--- config.mk ---
export PLATFORM = sky130hd
export DESIGN_NAME = moving_average_accumulator_flat
export DESIGN_NICKNAME = d
export VERILOG_FILES = /design/src/rtl/moving_average_pkg.sv /design/src/rtl/moving_average_accumulator_if.sv /design/src/rtl/moving_average_accumulator.sv /design/src/flat_wrapper.sv
export SDC_FILE = /design/constraint.sdc
export NUM_CORES = 1
export LEC_CHECK = 0
export ABC_AREA = 1
export BUFFER_PORTS_ARGS = -buffer_cell sky130_fd_sc_hd__buf_2
export CORE_UTILIZATION = 57
export CTS_CLUSTER_DIAMETER = 60
export DETAILED_ROUTE_END_ITERATION = 10
export PLACE_DENSITY = 0.85
export SKIP_LAST_GASP = 1
export SYNTH_ARGS = -nofsm -noshare
export SYNTH_HDL_FRONTEND = slang
export SYNTH_SLANG_ARGS = --single-unit
--- constraint.sdc ---
create_clock -name clk -period 6.2 [get_ports clk]
set_input_delay 0.62 -clock clk [delete_from_list [all_inputs] [get_ports clk]]
set_output_delay 0.62 -clock clk [all_outputs]
set_load 0.005 [all_outputs]
--- src/rtl/moving_average_pkg.sv ---
// moving_average_pkg: shared state encoding and width helpers for the moving-average accumulator
package moving_average_pkg;
  typedef enum logic [1:0] {IDLE, FILL, RUN} state_t;
  function automatic int clog2(input int v);
    int r;
    r = 0;
    while ((1 << r) < v) r++;
    return r;
  endfunction
  function automatic int sum_width(input int width, input int positions);
    return width + clog2(positions);
  endfunction
endpackage

--- src/rtl/moving_average_accumulator_if.sv ---
// moving_average_accumulator_if: sample inputs and window results of the moving-average stage
// master drives clear/sample_in/sample_delayed and observes sum_out/avg_out/out_valid/filling;
// slave is the accumulator side.
interface moving_average_accumulator_if
  import moving_average_pkg::*;
#(
  parameter int POSITIONS = 8,
  parameter int WIDTH = 8
);
  localparam int SW = sum_width(WIDTH, POSITIONS);
  logic clear;
  logic [WIDTH-1:0] sample_in;
  logic [WIDTH-1:0] sample_delayed;
  logic [SW-1:0] sum_out;
  logic [WIDTH-1:0] avg_out;
  logic out_valid;
  logic filling;
  modport master(output clear, sample_in, sample_delayed, input sum_out, avg_out, out_valid, filling);
  modport slave(input clear, sample_in, sample_delayed, output sum_out, avg_out, out_valid, filling);
endinterface

--- src/rtl/moving_average_accumulator.sv ---
// moving_average_accumulator: running-sum moving average over the last POSITIONS samples
// Ports: clk (rising edge), rst_n (async active-low), bus (slave): clear, sample_in,
// sample_delayed in; sum_out, avg_out, out_valid, filling out (all registered).
module moving_average_accumulator
  import moving_average_pkg::*;
#(
  parameter int POSITIONS = 8,
  parameter int WIDTH = 8,
  parameter int ROUND = 0
) (
  input logic clk,
  input logic rst_n,
  moving_average_accumulator_if.slave bus
);
  localparam int LP = clog2(POSITIONS);
  localparam int SW = sum_width(WIDTH, POSITIONS);
  localparam int CW = LP + 1;
  localparam logic [SW:0] BIAS = (SW+1)'(ROUND != 0 ? POSITIONS / 2 : 0);
  localparam logic [SW:0] AMAX = (SW+1)'((64'd1 << WIDTH) - 64'd1);
  state_t state, state_nxt;
  logic [CW-1:0] cnt, cnt_nxt;
  logic [SW-1:0] sum, sum_nxt;
  logic [WIDTH-1:0] avg, avg_nxt;
  logic [SW:0] mean;
  // The outgoing sample is only subtracted once a full window has been accumulated,
  // so stale delay-line contents after reset or clear never reach the sum.
  always_comb begin
    sum_nxt = sum + SW'(bus.sample_in) - (state == RUN ? SW'(bus.sample_delayed) : '0);
    mean = ({1'b0, sum_nxt} + BIAS) >> LP;
    avg_nxt = mean > AMAX ? '1 : mean[WIDTH-1:0];
    state_nxt = (state == RUN || cnt == CW'(POSITIONS - 1)) ? RUN : FILL;
    cnt_nxt = state == RUN ? cnt : cnt + 1'b1;
    if (bus.clear) begin
      sum_nxt = '0;
      avg_nxt = '0;
      state_nxt = IDLE;
      cnt_nxt = '0;
    end
  end
  always_ff @(posedge clk or negedge rst_n)
    if (!rst_n) begin
      state <= IDLE;
      cnt <= '0;
      sum <= '0;
      avg <= '0;
    end else begin
      state <= state_nxt;
      cnt <= cnt_nxt;
      sum <= sum_nxt;
      avg <= avg_nxt;
    end
  assign bus.sum_out = sum;
  assign bus.avg_out = avg;
  assign bus.out_valid = state == RUN;
  assign bus.filling = state == FILL;
endmodule

--- src/flat_wrapper.sv ---
// flat-port wrapper written by rule: the top's interface ports become plain ports
module moving_average_accumulator_flat import moving_average_pkg::*;
#(
  parameter int POSITIONS = 8,
  parameter int WIDTH = 8,
  parameter int ROUND = 0
)
  (clk, rst_n, bus_clear, bus_sample_in, bus_sample_delayed, bus_sum_out, bus_avg_out, bus_out_valid, bus_filling);
  moving_average_accumulator_if #(.POSITIONS(POSITIONS), .WIDTH(WIDTH)) bus_i ();
  input logic clk;
  input logic rst_n;
  input wire logic [$bits(bus_i.clear)-1:0] bus_clear;
  input wire logic [$bits(bus_i.sample_in)-1:0] bus_sample_in;
  input wire logic [$bits(bus_i.sample_delayed)-1:0] bus_sample_delayed;
  output wire logic [$bits(bus_i.sum_out)-1:0] bus_sum_out;
  output wire logic [$bits(bus_i.avg_out)-1:0] bus_avg_out;
  output wire logic [$bits(bus_i.out_valid)-1:0] bus_out_valid;
  output wire logic [$bits(bus_i.filling)-1:0] bus_filling;
  assign bus_i.clear = bus_clear;
  assign bus_i.sample_in = bus_sample_in;
  assign bus_i.sample_delayed = bus_sample_delayed;
  assign bus_sum_out = bus_i.sum_out;
  assign bus_avg_out = bus_i.avg_out;
  assign bus_out_valid = bus_i.out_valid;
  assign bus_filling = bus_i.filling;
  moving_average_accumulator #(.POSITIONS(POSITIONS), .WIDTH(WIDTH), .ROUND(ROUND)) u_core (.clk(clk), .rst_n(rst_n), .bus(bus_i));
endmodule
## After elaboration in Yosys (flattened, before gate mapping)

Index checks and enable logic that the tools add are counted.

- Input bits: 19
- Register bits after elaboration: 25
- Word-level logic and storage cells: 21

- Reduce and logical (&&, ||, !) cells: 1
- $lt $le $gt $ge: 1
- Eq/ne operators: 4
- Mux-type cells: 8
- Add/sub/neg operators: 3

Operator list:

| operator | number |
|---|---|
| 8-bit two-way mux | 3 |
| 11-bit by 8-bit adder with 11-bit output | 1 |
| 11-bit two-way mux | 1 |
| 11-bit subtractor | 1 |
| 8-bit > comparator, second input constant | 1 |
| 4-bit two-way mux | 2 |
| 4-bit by 1-bit adder with 4-bit output, second input constant | 1 |
| 4-bit by 3-bit equality test with 1-bit output, second input constant | 1 |
| 2-bit two-way mux | 2 |
| 2-bit by 1-bit equality test with 1-bit output, second input constant | 1 |
| 2-bit equality test, second input constant | 1 |
| 2-bit != test, second input constant | 1 |
| 1-bit logical OR | 1 |

## Depth between registers and ports, before layout

- Word-level depth: 6
- Gate-level depth with buffers: 17
- Depth with buffers taken out: 16

## Least setup slack after synthesis

OpenSTA, ideal clock, no wires.

- Kind: register -> register
- Start: register u_core.state[0]
- End: register u_core.avg[5], in the netlist u_core.bus.avg_out[5]
- Library setup time: 0.119 ns
- Data required time: 6.081 ns
- Stages on the path, launching flop included: 13
- Arrival time: 2.207 ns
- Path slack: 3.874 ns
- Path through: dfrtp_1 inv_1 nand2_1 buf_2 nor2_1 fa_1 fa_1 inv_1 nand3_1 nand3_1 nand2_1 a21oi_1 nor2_1

- Longest elaborated chain between the ends: 6

Ends and longest elaborated chain:

| what | line | source |
|---|---|---|
| from (decl) | moving_average_accumulator.sv:20 | `state_t state, state_nxt;` |
| from (signal assigned) | moving_average_accumulator.sv:47 | `state <= state_nxt;` |
| 2-bit equality test * | moving_average_accumulator.sv:28 | `sum_nxt = sum + SW'(bus.sample_in) - (state == RUN ? SW'(bus.sample_delayed) : '0);` |
| 8-bit two-way mux * | moving_average_accumulator.sv:28 |  |
| 11-bit subtractor * | moving_average_accumulator.sv:28 |  |
| 8-bit > comparator | moving_average_accumulator.sv:30 | `avg_nxt = mean > AMAX ? '1 : mean[WIDTH-1:0];` |
| 8-bit two-way mux * | moving_average_accumulator.sv:30 |  |
| 8-bit two-way mux * | moving_average_accumulator.sv:33 | `if (bus.clear) begin` |
| net u_core.avg_nxt[5] | moving_average_accumulator.sv:23 | `logic [WIDTH-1:0] avg, avg_nxt;` |
| to (signal assigned) | moving_average_accumulator.sv:50 | `avg <= avg_nxt;` |
| to (decl) | moving_average_accumulator.sv:23 |  |

The timed path passes the listed nets; every way through them passes the cells marked *.
A chain may end at the register's enable or synchronous reset.

## Worst setup path in the final report

Ends and elaborated chain as after synthesis.

==> results.md <==
* FFs w/ async S/R, synth at 1.000
* Area Overhead vs Synth at 12.43%
* All-Layer GR Usage at 0.2448
* Sw frac at 0.4914
* Clock buffer depth at 2
* Max-cap viol count at 0
* Starting Density at 0.6146
* RSZ-0062 raised after global routing: no
* Critical path fanouts, max at 15
* Nets at 300
* Cell row count at 18
* DP Cell Count at around 290
* Syn Area/Cell at 6.829 um^2
* Seq/Total Area, Yosys at 0.2744
* Worst-margin pin slew at about 0.47 ns
* Outcome: finished clean
* DP Wirelength at between 2 and 3 mm
* Clock sinks at 17
* I/O pin count at 40
* Slowest CP cell: fa_1
* Die Wd at approximately 54 um
* Drt wl/cell at between 10 and 15 um
* Mapped Nets at 266
* Number of flops mapped to enable cells by yosys at 0
* Max-slew headroom at 0.6862
* CP startpoint kind: flip-flop
* CP Capture Type: flip-flop
* Comb pwr share at 0.671
* DRT Wirelength at slightly above 3 mm
* Final Power at 0.6792 mW
* Min Tclk post-route at 2.619 ns
* Share of cells above drive strength 1 at 0.1769
* First drt pass iteration count at 4
* Vias in the first global route at about 1300
* Grt ovf at 0
* Synth top area share at 0.2744
* Ys Warns at 0
* Diodes inserted at 0
* R2R setup slack at around 3.6 ns
* CP dominant cell by count: inv_1
* Cell taking the most area after synthesis: dfrtp_1
* Max VDD drop at 0.3389 mV
* Post-Layout Inst Area at approximately 1700 um^2
* CTS tree: built
* CP max stage delay at a little over 0.4 ns
* Sw power at 0.3338 mW
* Final Hold Viols at 0
* Initial antenna violation count at 0
* Drt drc at 0
* Die area at a little under 3000 um^2
* Area contributors post-synth: dfrtp_1 (27%), inv_1 (16%), nand2_1 (11%)
* P_leak at about 1.1 nW
* GP Congestion at between 0.9 and 1
* Final period util at 0.4224
* Netlist cell types at 20
* Reg power frac at 0.236
* P_int at 0.3454 mW
* Main synth FF type: dfrtp_1
* Clock skew at 0.002000 ns
* Post-Syn Area at roughly 1600 um^2
* H-tree depth at 1
* Vias at 1376
* Hold slack final at between 0.2 and 0.25 ns
* Area after DPL at 1713 um^2
* CTS clk-pin slew, worst paths at roughly 0.11 ns
* Power Dens Cells at between 300 and 400 nW/um^2
* CTS Root Cell: clkbuf_4
* Placeable Area at around 2500 um^2
* Kind of critical path: flip-flop to flip-flop
* First-pass GRT wire length at 5.106 mm
* Postcts setup bufs at 0
* Die height at about 54 um
* DR iter-0 viols at 25
* Hold_buf cts at 0
* WP data arrival at around 2.8 ns
* Cell Chain, Critical Path: inv_1 > nand2_1 > nor2_1 > ha_1 > inv_1 > ha_1 > inv_1 > fa_1 > inv_1 > nand3_1 > nand3_1 > nand2_1 > a21oi_1 > nor2_1
* Clock Power Share at 0.093
* Final setup violation count at 0
* Yosys reg bits at 17
* Pin count of the biggest net entering global routing at 18
* Non-filler cells, final at between 200 and 300
* Cells after synthesis at between 200 and 250
* CP required at around 6.4 ns
* Port Buf Inserts at 39
* Drt via density at approximately 4.7
* TritonCTS buffer count at 3
* Hold crit path type: input pin to asynchronous set/reset pin
* DRT antenna net count at 0
* Post-CTS Resized at 0
* Skew-Pair Late Insertion Delay at 0.30 ns
* Post-Route Setup TNS at 0 ns
* Final Max Tran Viols at 0
* Fmax at roughly 0.38 GHz
stage by stage:
step / util / setup WS, ns
floorplan: - / 3.874
global placement: 0.6791 / 3.703
detailed placement: 0.6791 / 3.598
finish: 0.6910 / 3.581
global route: 0.6910 / 3.289
CTS: 0.6910 / 3.589
power groups by stage:
stage               Sequential (mW)  Combinational, mW  Clock (mW)
global route                  0.165              0.534      0.0696
finish                        0.160              0.456      0.0634
floorplan                     0.164              0.357           0
CTS                           0.161              0.454      0.0661
detailed placement            0.163              0.452           0
global placement              0.160              0.438           0
cell usage in the layout, fill, tap and decap left out:
master      synthesis  routed
xnor2_1             1       1
fa_1                8       8
nand3_1             9       9
o21ai_1             1       1
nand2_1            44      44
a21oi_1            10      10
nor2_2              1       1
xor2_1              2       2
clkbuf_4            0       3
a211oi_1            1       1
inv_1              67      67
buf_2               2      39
nand2_2             1       1
o21a_1              1       1
ha_1               12      12
nor2_1             35      35
dfrtp_1            17      17
o21ai_0             3       3
clkinvlp_4          0       1
a21oi_2             1       1
nand4_1             3       3
registers in the layout, summed over array words and instances (netlist names):
name	flops
u_core.bus.avg_out	8
u_core.bus.sum_out	3
u_core.cnt	4
u_core.state	2
routing by layer:
metal	global-route usage	vias up	share of wire
met5	0	-	0
met4	0.07265	0	0.013
met3	0.03672	6	0.049
met2	0.4167	42	0.48
met1	0.3175	608	0.46
li1	-	720	-
cells by family after synthesis:
group           Yosys count  share of synthesized area
fa+ha+maj                20                     0.2002
compound gates           17                    0.06053
flops                    17                     0.2744
xor+xnor                  3                    0.01695
buf+inv                  77                     0.2074
simple gates             93                     0.2405
path summary, 6_finish.rpt:
check                                          start                               to  cells past startpoint
max                        u_core.state[0]$_DFF_PN0_  u_core.bus.avg_out[5]$_DFF_PN0_                     14
min                                            rst_n  u_core.bus.avg_out[4]$_DFF_PN0_                      1
max reg2reg                u_core.state[0]$_DFF_PN0_  u_core.bus.avg_out[5]$_DFF_PN0_                     14
min reg2reg                u_core.cnt[3]$_DFFE_PN0P_        u_core.cnt[3]$_DFFE_PN0P_                      2
max in group asynchronous                      rst_n        u_core.cnt[1]$_DFFE_PN0P_                      1
min in group clk           u_core.cnt[3]$_DFFE_PN0P_        u_core.cnt[3]$_DFFE_PN0P_                      2
layout make-up:
class	count	area, um^2
repair buffers	39	195.2
flip-flops and latches	17	425.4
fillers	225	779.5
clock inverters	1	7.507
well taps	30	37.54
multi-input cells	133	803.3
clock buffers	3	22.52
inverters	67	251.5
worst max-delay path: cells and delay by family, from the launching register on:
kind | cells | cell delay [ns]
AND/OR/NAND/NOR | 6 | 0.87
adder cells (fa/ha/maj) | 3 | 0.85
flip-flops | 1 | 0.38
buffers and inverters | 4 | 0.28
AO/OA/AOI/OAI | 1 | 0.15
cells in the mapped netlist, types with 3 or more instances:
cell / number
a21oi_1: 10
buf_4: 8
dfrtp_1: 17
fa_1: 8
ha_1: 12
inv_1: 67
nand2_1: 44
nand3_1: 9
nand4_1: 3
nor2_1: 35
o21ai_0: 3
No activity file was read; power rests on OpenSTA's default activity.
